$ cat src/rtl/uart_rgb_pkg.sv
// Shared types and constants for the UART RGB frame assembler.
package uart_rgb_pkg;

  typedef enum logic [2:0] {
    S_HDR = 3'd0,
    S_G   = 3'd1,
    S_R   = 3'd2,
    S_B   = 3'd3,
    S_CS  = 3'd4
  } state_t;

  localparam logic [3:0] DEF_HDR_TAG = 4'hA;
  localparam int         FRAME_LEN   = 5;

  localparam int G_MSB = 23;
  localparam int G_LSB = 16;
  localparam int R_MSB = 15;
  localparam int R_LSB = 8;
  localparam int B_MSB = 7;
  localparam int B_LSB = 0;

  // Frame checksum is a plain XOR over header and colour bytes.
  function automatic logic [7:0] cs_fold(input logic [7:0] acc, input logic [7:0] data);
    return acc ^ data;
  endfunction

endpackage

$ cat src/rtl/uart_rgb_frame_assembler_timeout.sv
// Inter-byte idle counter; tc fires on the last idle cycle a frame may wait.
module frame_timeout_counter #(
  parameter int TIMEOUT_CYCLES = 1_000_000
) (
  input  logic clk,
  input  logic rst,
  input  logic en,
  input  logic clr,
  output logic tc
);

  localparam int            W    = (TIMEOUT_CYCLES > 2) ? $clog2(TIMEOUT_CYCLES) : 1;
  localparam logic [W-1:0]  LAST = W'(TIMEOUT_CYCLES - 1);

  logic [W-1:0] cnt_r;

  assign tc = en && (cnt_r == LAST);

  // Idle counter: cleared by a received byte or while waiting for a header.
  always_ff @(posedge clk) begin
    if (rst) begin
      cnt_r <= {W{1'b0}};
    end else if (clr || tc) begin
      cnt_r <= {W{1'b0}};
    end else if (en) begin
      cnt_r <= cnt_r + {{(W-1){1'b0}}, 1'b1};
    end else begin
      cnt_r <= cnt_r;
    end
  end

endmodule

$ cat src/rtl/uart_rgb_frame_assembler.sv
// Parses HDR,G,R,B,CS byte frames from the UART and updates one of four
// GRB strip registers on a good checksum.
module uart_rgb_frame_assembler
  import uart_rgb_pkg::*;
#(
  parameter int         TIMEOUT_CYCLES = 1_000_000,
  parameter logic [3:0] HDR_TAG        = DEF_HDR_TAG,
  parameter int         NUM_STRIPS     = 4
) (
  input  logic        i_clk,
  input  logic        i_rst,
  input  logic        i_rx_dv,
  input  logic [7:0]  i_rx_byte,
  output logic [23:0] o_rgb_1,
  output logic [23:0] o_rgb_2,
  output logic [23:0] o_rgb_3,
  output logic [23:0] o_rgb_4,
  output logic [3:0]  o_update,
  output logic        o_busy,
  output logic [7:0]  o_err_cnt
);

  state_t                state_r, next_state_s;
  logic [1:0]            idx_r;
  logic [7:0]            g_r, r_r, b_r, xor_r;
  logic [23:0]           rgb_r [NUM_STRIPS];
  logic [NUM_STRIPS-1:0] update_r;
  logic [7:0]            err_cnt_r;

  logic hdr_ok_s, commit_s, cs_bad_s;
  logic tmo_en_s, tmo_clr_s, tmo_tc_s;

  frame_timeout_counter #(
    .TIMEOUT_CYCLES(TIMEOUT_CYCLES)
  ) u_timeout (
    .clk (i_clk),
    .rst (i_rst),
    .en  (tmo_en_s),
    .clr (tmo_clr_s),
    .tc  (tmo_tc_s)
  );

  // Next-state decode; a byte strobe always takes priority over the timeout.
  always_comb begin
    next_state_s = state_r;
    hdr_ok_s     = 1'b0;
    commit_s     = 1'b0;
    cs_bad_s     = 1'b0;
    tmo_en_s     = (state_r != S_HDR) && !i_rx_dv;
    tmo_clr_s    = (state_r == S_HDR) || i_rx_dv;
    if (i_rx_dv) begin
      case (state_r)
        S_HDR: begin
          if ((i_rx_byte[7:4] == HDR_TAG) && (i_rx_byte[3:2] == 2'b00)) begin
            hdr_ok_s     = 1'b1;
            next_state_s = S_G;
          end else begin
            next_state_s = S_HDR;
          end
        end
        S_G:     next_state_s = S_R;
        S_R:     next_state_s = S_B;
        S_B:     next_state_s = S_CS;
        S_CS: begin
          next_state_s = S_HDR;
          if (i_rx_byte == xor_r) begin
            commit_s = 1'b1;
          end else begin
            cs_bad_s = 1'b1;
          end
        end
        default: next_state_s = S_HDR;
      endcase
    end else if (tmo_tc_s) begin
      next_state_s = S_HDR;
    end else begin
      next_state_s = state_r;
    end
  end

  // State register.
  always_ff @(posedge i_clk) begin
    if (i_rst) begin
      state_r <= S_HDR;
    end else begin
      state_r <= next_state_s;
    end
  end

  // Shadow bytes, running XOR, strip registers and error counter.
  always_ff @(posedge i_clk) begin
    if (i_rst) begin
      idx_r     <= 2'd0;
      g_r       <= 8'h00;
      r_r       <= 8'h00;
      b_r       <= 8'h00;
      xor_r     <= 8'h00;
      update_r  <= {NUM_STRIPS{1'b0}};
      err_cnt_r <= 8'h00;
      for (int i = 0; i < NUM_STRIPS; i++) begin
        rgb_r[i] <= 24'h000000;
      end
    end else begin
      update_r <= {NUM_STRIPS{1'b0}};
      if (i_rx_dv) begin
        case (state_r)
          S_HDR: begin
            if (hdr_ok_s) begin
              idx_r <= i_rx_byte[1:0];
              xor_r <= i_rx_byte;
            end
          end
          S_G: begin
            g_r   <= i_rx_byte;
            xor_r <= cs_fold(xor_r, i_rx_byte);
          end
          S_R: begin
            r_r   <= i_rx_byte;
            xor_r <= cs_fold(xor_r, i_rx_byte);
          end
          S_B: begin
            b_r   <= i_rx_byte;
            xor_r <= cs_fold(xor_r, i_rx_byte);
          end
          S_CS: begin
            if (commit_s) begin
              rgb_r[idx_r][G_MSB:G_LSB] <= g_r;
              rgb_r[idx_r][R_MSB:R_LSB] <= r_r;
              rgb_r[idx_r][B_MSB:B_LSB] <= b_r;
              update_r[idx_r]           <= 1'b1;
            end
          end
          default: ;
        endcase
      end
      if ((cs_bad_s || tmo_tc_s) && (err_cnt_r != 8'hFF)) begin
        err_cnt_r <= err_cnt_r + 8'd1;
      end
    end
  end

  assign o_rgb_1   = rgb_r[0];
  assign o_rgb_2   = rgb_r[1];
  assign o_rgb_3   = rgb_r[2];
  assign o_rgb_4   = rgb_r[3];
  assign o_update  = update_r;
  assign o_busy    = (state_r != S_HDR);
  assign o_err_cnt = err_cnt_r;

endmodule

$ cat config.mk
export PLATFORM = sky130hd
export DESIGN_NAME = uart_rgb_frame_assembler
export DESIGN_NICKNAME = d
export VERILOG_FILES = /design/src/rtl/uart_rgb_pkg.sv /design/src/rtl/uart_rgb_frame_assembler_timeout.sv /design/src/rtl/uart_rgb_frame_assembler.sv
export SDC_FILE = /design/constraint.sdc
export NUM_CORES = 1
export LEC_CHECK = 0
export ABC_AREA = 1
export CAP_MARGIN = 20
export CORE_MARGIN = 2
export CORE_UTILIZATION = 40
export DETAILED_ROUTE_END_ITERATION = 10
export HOLD_SLACK_MARGIN = 0.1
export PLACE_DENSITY = 0.7
export SETUP_SLACK_MARGIN = 0.05
export SLEW_MARGIN = 20
export SYNTH_ARGS = -nofsm -noshare
export SYNTH_HDL_FRONTEND = slang
export SYNTH_HIERARCHICAL = 1
export SYNTH_SLANG_ARGS = --single-unit
$ cat constraint.sdc
create_clock -name i_clk -period 4.2 [get_ports i_clk]
set_clock_uncertainty 0.1 [all_clocks]
set_input_delay 0.42 -clock i_clk [delete_from_list [all_inputs] [get_ports i_clk]]
set_output_delay 0.42 -clock i_clk [all_outputs]
set_load 0.05 [all_outputs]
==> reports/qor.yml, run 1 <==
avgRoutedWirePerCell_um: 14.93
first_pass_iters: 6
finalCriticalPeriod_ns: 2.764
critPathLaunchType: "primary input"
hold_path_class: "flip-flop to flip-flop"
fmax_mhz: 361.8
crit_type: "primary input to flip-flop"
postLayoutCellArea_um2: 8646
setup_viol: 0
clkSinkCount: 165
design.final.nets: 810
endpoint_kind: "flip-flop"
grt_max_degree: 27
postRouteAntennaNets: 0
worst_slack_ns: 1.436
postSynthAreaPerCell_um2: 9.914
port_buffers: 119
cp_slowest_stage_delay_ns: 0.50
path_cells: "clkdlybuf4s50_1 > inv_1 > nand2_1 > nand2_1 > nand2_1 > nor2_1 > nand3_2 > nor2_8 > nand3_4 > nand2_1 > buf_4"
max_slew_margin_pct: 58.79
ir_drop_uv: 277.1
initial_core_util_pct: 40.49
dieWidth_um: 132.9
hold_viol: 0
mostFrequentLayoutCells: "143 x nor2_1, 119 x clkdlybuf4s50_1, 100 x nand2_1"
post_dp_cell_area_um2: 8055
totalWireLength_um: 15380
drt_iter0_drc: 401
antenna_found_initial: 1
finalCritPeriodShare_pct: 65.81
tightest_slew_ns: 0.6166
power_density_nw_per_um2: 418.6
grt_use_total_pct: 17.90
gp_congestion: 0.8660
crit_top_cell: "nand2_1"
yosysSeqAreaShare_pct: 64.19
synth_area_leaders: "edfxtp_1 43%, dfxtp_1 21%, nor2_1 8.1%, nand2_1 5.7%, a21oi_1 3.6%"
final_common_cell: "nor2_1"
insertion_delay_ns: 0.42
n_fill_cell: 1433
slew_viol_final: 0
multi_input_area_um2: 1998
cts_buffer_depth: 2
cp_data_required_time_ns: 4.21
diodes: 0
combPwrFrac_pct: 8.4
synth_seq_cells: 165
dieHeight_um: 132.9
fp-row-count: 47
ctsHoldBuffers: 0
syn_area_um2: 6643
crit_buf_inv: 3
synth.largest_area_cell: "edfxtp_1"
leakage_nw: 2.951
arrival_ns: 2.78
post-cts-setup-buffers: 0
power.total_mw: 3.619
worstPathMaxFanout: 26
cts-resized-gates: 0
synth.top_cell.area_share_pct: 43.40
fp.coreArea_um2: 16410
internal_power_mw: 2.769
clockRootBuffer: "clkbuf_16"
status: "complete, no violations"
fin_setup_tns_ns: 0
maxCapViolations: 0
via_per_inst: 4.807
grt_first_pass_wirelength_um: 24500
syn_inst: 670
drive_gt1_share_pct: 7.654
grt_pass1_vias: 4710
numCtsBuffers: 17
ios: 120
synthDistinctLibCells: 30
die_area_um2: 17650
dp_hpwl_um: 10850
syn_nets: 683
power.switching_mw: 0.8503
sequentialPowerShare_pct: 48.8
register_area_um2: 4264
switching_share_pct: 23.49
cts_tree: "done"
rsz0062_at_grt: "no"
ys_warn_count: 6
route.detailed.drc: 0
grt-ovfl-total: 0
dp_slack_ns: 0.9782
htree_num_levels: 4
num_vias: 4951
worst_hold_slack_ns: 0.3811
clk_pin_slew_ns: 0.06
p_clk_share_pct: 42.8
critPathSlowestCell: "clkdlybuf4s50_1"
crit_family: "simple AND/OR/NAND/NOR gates"
area_delta_synth_final_pct: 30.16
## final timing paths
kind,start,endpoint,slack (ns),depth (start not counted)
worst max-delay path,i_rx_byte[7],rgb_r[1][17]$_SDFFCE_PN0P_,1.44,11
worst min-delay path,xor_r[5]$_SDFFE_PP0P_,xor_r[5]$_SDFFE_PP0P_,0.38,2
worst max register to register,state_r[2]$_SDFFE_PP0P_,rgb_r[1][17]$_SDFFCE_PN0P_,1.66,7
worst min register to register,xor_r[5]$_SDFFE_PP0P_,xor_r[5]$_SDFFE_PP0P_,0.38,2
## Yosys cell counts, drive strengths merged
cell type,n
nor2,151
nand2,105
edfxtp,96
dfxtp,69
inv,69
a21oi,48
nand3,43
o21ai,36
buf,11
clkbuf,9
xnor2,9
xor2,9
nand4,4
nor3,4
a31oi,2
ha,2
nor4,1
o21bai,1
o31ai,1
## routing by layer
layer  GRT usage (%)  routed length, um
met1           22.31               6499
met2           29.74               7664
met3           4.866                882
met4           6.930                317
met5               0                 13
## layout make-up
cell class                 instances  share of cell area [%]
inverter                          69                   2.996
timing repair buffer             128                   14.56
tap                              220                   3.184
clock inverter                    12                   1.780
multi-input combinational        416                   23.11
sequential                       165                   49.32
clock buffer                      20                   5.051
## registers in the layout, indices dropped and copies added (netlist names)
name	flops
b_r	8
o_err_cnt	8
idx_r	2
g_r	8
rgb_r	96
xor_r	8
u_timeout/cnt_r	20
o_update	4
r_r	8
state_r	3
## worst min-delay path, cell delays in order, from the launching register on
cell     delay, ns
dfxtp_1       0.32
nand2_1       0.06
a21oi_1       0.05
## metrics by stage
| step | utilization, % | std cells |
|---|---|---|
| after floorplan | - | 670 |
| after global placement | 49.10 | 998 |
| after detailed placement | 49.10 | 998 |
| after CTS | 52.70 | 1030 |
| after global routing | 52.70 | 1030 |
| final | 52.70 | 1030 |
## cells by family after synthesis
family / Yosys count / synth area share, %
AND/OR/NAND/NOR: 308 / 20.38
flip-flops: 165 / 64.19
buffers and inverters: 89 / 5.933
AO/OA/AOI/OAI: 88 / 6.743
XOR/XNOR: 18 / 2.373
adder cells (fa/ha/maj): 2 / 0.3767
## power by group through the flow
stage / clock [mW] / sequential (mW) / combinational (mW)
2_1_floorplan: 0 / 1.91 / 0.0772
3_3_place_gp: 0 / 1.80 / 0.301
3_5_place_dp: 0 / 1.80 / 0.304
4_1_cts: 1.58 / 1.77 / 0.305
5_1_grt: 1.64 / 1.77 / 0.321
6_report: 1.55 / 1.77 / 0.305
(Power assumes the default switching activity.)
==> run 2, diff against run 1 <==
Clock period 4.2 ns to 2.6 ns, I/O delays scaled along.
==> run 2 against run 1 <==
Final cell count grew 1.6%. Combinational power is 68% higher. Register-to-register slack worse by 1.1 ns. Die area unchanged. Clock power rose by 42%. Core utilization increased by 0.50 points. Critical path depth down 8. Critical endpoint is now o_busy.
==> reports/qor.yml, run 2 (synthesis gave the netlist of run 1 again) <==
ir_drop_uv: 403.2  # +46%
sequentialPowerShare_pct: 51.2  # +2.4 points
finalCritPeriodShare_pct: 86.67
die_area_um2: 17650  # unchanged
post-cts-setup-buffers: 0  # unchanged
antenna_found_initial: 0  # -1
top_register: "rgb_r"
diodes: 0  # unchanged
worstPathMaxFanout: 5  # -81%
rsz0062_at_grt: "no"
power_density_nw_per_um2: 637.3  # +52%
crit_type: "flip-flop to output pin"
cp_data_required_time_ns: 2.24  # -1.97 ns
reg.largest.list: "rgb_r x96, u_timeout/cnt_r x20"
leakage_nw: 3.001  # +1.7%
clk_pin_slew_ns: 0.06  # about the same
grt_first_pass_wirelength_um: 23860  # -2.6%
holdPathEnd: "xor_r[4]$_SDFFE_PP0P_"
clkSinkCount: 165  # unchanged
min_from: "xor_r[4]$_SDFFE_PP0P_"
numCtsBuffers: 17  # unchanged
grt_use_total_pct: 17.26  # -0.64 points
r2r-start: "state_r[1]$_SDFFE_PP0P_"
drive_gt1_share_pct: 9.322  # +1.7 points
dp_hpwl_um: 10520  # -3.1%
clockRootBuffer: "clkbuf_16"
hold_path_class: "flip-flop to flip-flop"
combPwrFrac_pct: 9.2  # +0.8 points
dieHeight_um: 132.9  # unchanged
dieWidth_um: 132.9  # unchanged
via_per_inst: 4.742  # -1.4%
grt-ovfl-total: 0  # unchanged
maxCapViolations: 0  # unchanged
ctsHoldBuffers: 0  # unchanged
area_delta_synth_final_pct: 31.40
mostFrequentLayoutCells: "143 x nor2_1, 119 x clkdlybuf4s50_1, 100 x nand2_1"
utilization_pct: 53.20  # +0.50 points
htree_num_levels: 4  # unchanged
post_dp_cell_area_um2: 8213  # +2.0%
postLayoutCellArea_um2: 8728  # +0.96%
insertion_delay_ns: 0.42  # about the same
critPathLaunchType: "flip-flop"
cts-resized-gates: 0  # unchanged
holdPathStages: 2  # unchanged
fin_setup_tns_ns: 0  # unchanged
fp.coreArea_um2: 16410  # unchanged
avgRoutedWirePerCell_um: 14.39  # -3.6%
final_common_cell: "nor2_1"
arrival_ns: 1.89  # -0.89 ns
finalCriticalPeriod_ns: 2.253
fp-row-count: 47  # unchanged
reg2reg_slack_ns: 0.56  # -1.10 ns
grt_max_degree: 29  # +7.4%
tightest_slew_ns: 0.5547  # -0.06193 ns
p_clk_share_pct: 39.6  # -3.2 points
internal_power_mw: 4.185  # +51%
route.detailed.drc: 0  # unchanged
largest_register_ffs: 96  # unchanged
switching_share_pct: 24.77  # +1.3 points
first_pass_iters: 5  # -1
endpoint_kind: "output pin"
ios: 120  # unchanged
power.switching_mw: 1.378  # +62%
fmax_mhz: 443.8
totalWireLength_um: 15050  # -2.1%
ff2ff_path_depth: 13  # +6
hold_viol: 0  # unchanged
initial_core_util_pct: 40.49  # unchanged
num_vias: 4960  # +0.18%
cts_tree: "done"
r2r_end: "o_err_cnt[1]$_SDFFE_PP0P_"
setup_viol: 0  # unchanged
grt_pass1_vias: 4539  # -3.6%
drt_iter0_drc: 283  # -29%
port_buffers: 119  # unchanged
gp_congestion: 0.8352  # -3.6%
status: "complete, no violations"
design.final.nets: 826  # +2.0%
cts_buffer_depth: 2  # unchanged
max_slew_margin_pct: 62.98  # +4.2 points
postRouteAntennaNets: 0  # unchanged
slew_viol_final: 0  # unchanged
-- run 2: cell types whose count changed in the layout (fill, tap and decap cells not counted), sizes merged --
cell      previous run  this run
clkbuf              20        18
clkinvlp             1         3
clkinv               6         9
buf                  9        25
bufinv               3         0
-- run 2: power groups by stage --
stage / logic (mW) / registers, mW / clock network (mW)
2_1_floorplan: 0.125 / 3.09 / 0
3_3_place_gp: 0.508 / 2.91 / 0
4_1_cts: 0.512 / 2.85 / 2.25
5_1_grt: 0.539 / 2.86 / 2.34
3_5_place_dp: 0.511 / 2.91 / 0
6_report: 0.511 / 2.85 / 2.20
-- run 2: worst max-delay path by stage --
stage / cells past startpoint / slack [ns] / to / from
2_1_floorplan: 4 / 0.06 / rgb_r[3][0]$_DFFE_PP_ / state_r[2]$_SDFFE_PP0P_
3_3_place_gp: 10 / 0.19 / rgb_r[1][17]$_SDFFCE_PN0P_ / i_rx_byte[3]
3_5_place_dp: 10 / 0.15 / rgb_r[1][16]$_SDFFCE_PN0P_ / i_rx_byte[1]
4_1_cts: 3 / 0.32 / o_busy / state_r[0]$_SDFFE_PP0P_
5_1_grt: 3 / 0.25 / o_busy / state_r[0]$_SDFFE_PP0P_
6_report: 3 / 0.35 / o_busy / state_r[1]$_SDFFE_PP0P_
-- run 2: layout make-up --
cell class / instances / area [um2]
clock buffer: 18 / 429.2
clock inverter: 14 / 86.33
fill: 1471 / 7679
inverter: 69 / 259.0
multi-input combinational: 416 / 1998
sequential: 165 / 4264
tap: 220 / 275.3
timing repair buffer: 144 / 1416
-- run 2: per-layer routing --
metal	part of all wire, %	routed length [um]	global-route usage (%)	up-vias
met1	45	6838	22.70	2336
met3	5.0	757	3.716	19
li1	-	-	-	2480
met2	48	7195	27.78	125
met5	0	0	0	-
met4	1.7	260	7.228	0
-- run 2: through the flow --
step / instances / total power [mW] / worst slack, ns / hold slack (ns)
after detailed placement: 1014 / 3.418 / 0.1538 / 0.3672
after global placement: 1014 / 3.415 / 0.1899 / 0.3634
after CTS: 1046 / 5.610 / 0.3229 / 0.3776
final: 1046 / 5.563 / 0.3466 / 0.3806
after global routing: 1046 / 5.737 / 0.2492 / 0.3966
after floorplan: 670 / 3.217 / 0.05622 / 0.3514
-- run 2: worst max-delay path, stage by stage (launching register included) --
cell and delay [ns]:
dfxtp_1 0.43, nor2_2 0.09, nand2_1 0.14, clkdlybuf4s50_1 0.83
==> run 3, diff against run 2 <==
Settings changed: CORE_ASPECT_RATIO from default to 1.2.
==> run 3 against run 2 <==
Hold slack worse by 0.0024 ns. Critical path depth unchanged. Critical endpoint unchanged. Final cell count down 1.2%.
==> reports/qor.yml, run 3 (synthesis gave the netlist of run 1 again) <==
status: "complete, no violations"
hold_viol: 0  # unchanged
maxCapViolations: 0  # unchanged
critPathLaunchType: "flip-flop"
post-cts-setup-buffers: 0  # unchanged
cts_tree: "done"
crit_type: "flip-flop to output pin"
crit_family: "buffers and inverters"
setup_viol: 0  # unchanged
wl_met1_um: 6179  # -9.6%
power_density_nw_per_um2: 666.0  # +4.5%
clk_pin_slew_ns: 0.06  # about the same
reg2reg_slack_ns: 0.60  # +0.04 ns
critPathSlowestCell: "clkdlybuf4s50_1"
initial_core_util_pct: 40.82  # +0.34 points
post_dp_cell_area_um2: 8165  # -0.58%
area_delta_synth_final_pct: 31.81
top_layer_used: "met4"
tightest_slew_ns: 0.5297  # -0.02500 ns
wl_met2_um: 7409  # +3.0%
cp_slowest_stage_delay_ns: 0.85  # +0.02 ns
slew_viol_final: 0  # unchanged
gp_congestion: 0.8370  # +0.22%
drt_iter0_drc: 347  # +23%
endpoint_kind: "output pin"
port_buffers: 119  # unchanged
route.met3.wl_um: 750  # -0.92%
cts-resized-gates: 0  # unchanged
numCtsBuffers: 17  # unchanged
hold_path_class: "flip-flop to flip-flop"
grt_first_pass_wirelength_um: 23660  # -0.84%
cts_buffer_depth: 2  # unchanged
num_vias: 4838  # -2.5%
cp_data_required_time_ns: 2.24  # about the same
path_cells: "nor2_2 > nand2_1 > clkdlybuf4s50_1"
fmax_mhz: 439.0  # -1.1%
diodes: 0  # unchanged
htree_num_levels: 4  # unchanged
via_per_inst: 4.683  # -1.2%
crit_buf_inv: 1  # unchanged
ff2ff_path_depth: 9  # -4
die_area_um2: 17660  # about the same
cp-startpoint: "state_r[0]$_SDFFE_PP0P_"
worstPathMaxFanout: 6  # +1
finalCritPeriodShare_pct: 87.60  # +0.94 points
grt_max_degree: 26  # -10%
fp.coreArea_um2: 16270  # -0.82%
drive_gt1_share_pct: 9.379  # +0.057 points
arrival_ns: 1.92  # +0.03 ns
route.detailed.drc: 0  # unchanged
dp_hpwl_um: 10380  # -1.3%
reg.largest.list: "rgb_r x96, u_timeout/cnt_r x20"
clockRootBuffer: "clkbuf_16"
antenna_found_initial: 0  # unchanged
ctsHoldBuffers: 0  # unchanged
postRouteAntennaNets: 0  # unchanged
rsz0062_at_grt: "no"
top_register: "rgb_r"
finalCriticalPeriod_ns: 2.278  # +0.02432 ns
max_slew_margin_pct: 64.58  # +1.6 points
r2r-start: "xor_r[0]$_SDFFE_PP0P_"
final_common_cell: "nor2_1"
design.final.nets: 821  # -0.61%
grt-ovfl-total: 0  # unchanged
ir_drop_uv: 318.8  # -21%
postLayoutCellArea_um2: 8756  # +0.32%
dieWidth_um: 121.6  # -8.4%
place_inst: 1001  # -1.3%
worst_slack_ns: 0.3223  # -0.02432 ns
leakage_nw: 3.021  # +0.67%
grt_use_total_pct: 17.39  # +0.13 points
mostFrequentLayoutCells: "143 x nor2_1, 119 x clkdlybuf4s50_1, 100 x nand2_1"
largest_register_ffs: 96  # unchanged
first_pass_iters: 4  # -1
crit_end: "o_busy"
avgRoutedWirePerCell_um: 14.15  # -1.7%
ios: 120  # unchanged
clkSinkCount: 165  # unchanged
dp_slack_ns: 0.08577  # -0.06799 ns
instances_no_fill: 1033  # -1.2%
fin_setup_tns_ns: 0  # unchanged
totalWireLength_um: 14610  # -2.9%
r2r_end: "rgb_r[0][4]$_SDFFCE_PN0P_"
insertion_delay_ns: 0.42  # about the same
dieHeight_um: 145.2  # +9.3%
fp-row-count: 51  # +8.5%
grt_pass1_vias: 4628  # +2.0%
cp.depth: 3  # unchanged
## run 3: changes by cell type in the layout (fill, tap and decap cells not counted), sizes merged
cell	before	now
buf	25	20
clkbuf	18	19
clkinvlp	3	1
bufinv	0	2
inv	71	73
clkinv	9	6
## run 3: per-stage QoR
stage          hold WS (ns)  power, mW  util [%]
2_1_floorplan        0.3514      3.217         -
3_3_place_gp         0.3676      3.407     50.18
4_1_cts              0.3779      5.874     53.81
6_report             0.3782      5.831     53.81
5_1_grt              0.4087      5.999     53.81
3_5_place_dp         0.3680      3.410     50.18
## run 3: worst min path at each step
stage / startpoint / cells after the start / endpoint
finish: xor_r[6]$_SDFFE_PP0P_ / 2 / xor_r[6]$_SDFFE_PP0P_
global route: u_timeout/cnt_r[19]$_SDFFE_PP0P_ / 2 / u_timeout/cnt_r[19]$_SDFFE_PP0P_
CTS: xor_r[6]$_SDFFE_PP0P_ / 2 / xor_r[6]$_SDFFE_PP0P_
detailed placement: xor_r[6]$_SDFFE_PP0P_ / 2 / xor_r[6]$_SDFFE_PP0P_
global placement: u_timeout/cnt_r[1]$_SDFFE_PP0P_ / 2 / u_timeout/cnt_r[1]$_SDFFE_PP0P_
floorplan: i_rx_byte[1] / 2 / idx_r[1]$_SDFFE_PP0P_
## run 3: routing by layer
metal / track usage, % / vias up
li1: - / 2481
met1: 21.58 / 2211
met2: 28.82 / 130
met3: 4.009 / 16
met4: 7.529 / 0
met5: 0 / -
## run 3: tightest hold or removal path, stage by stage, from the launching register on
cell     delay (ns)
dfxtp_1        0.32
nand2_1        0.06
a21oi_1        0.05
## run 3: cell type report
class | count | area [um2]
clock inverter | 13 | 147.6
timing repair buffer | 139 | 1379
multi-input combinational | 416 | 1998
tap | 212 | 265.3
clock buffer | 19 | 442.9
sequential | 165 | 4264
inverter | 69 | 259.0
fill | 1446 | 7516
## run 3: power breakdown
| part | total, mW | switching [mW] | leakage (nW) | internal, mW |
|---|---|---|---|---|
| clock network | 2.48 | 1.03 | 0.289 | 1.45 |
| registers | 2.85 | 0.0271 | 1.55 | 2.82 |
| logic | 0.502 | 0.351 | 1.18 | 0.151 |
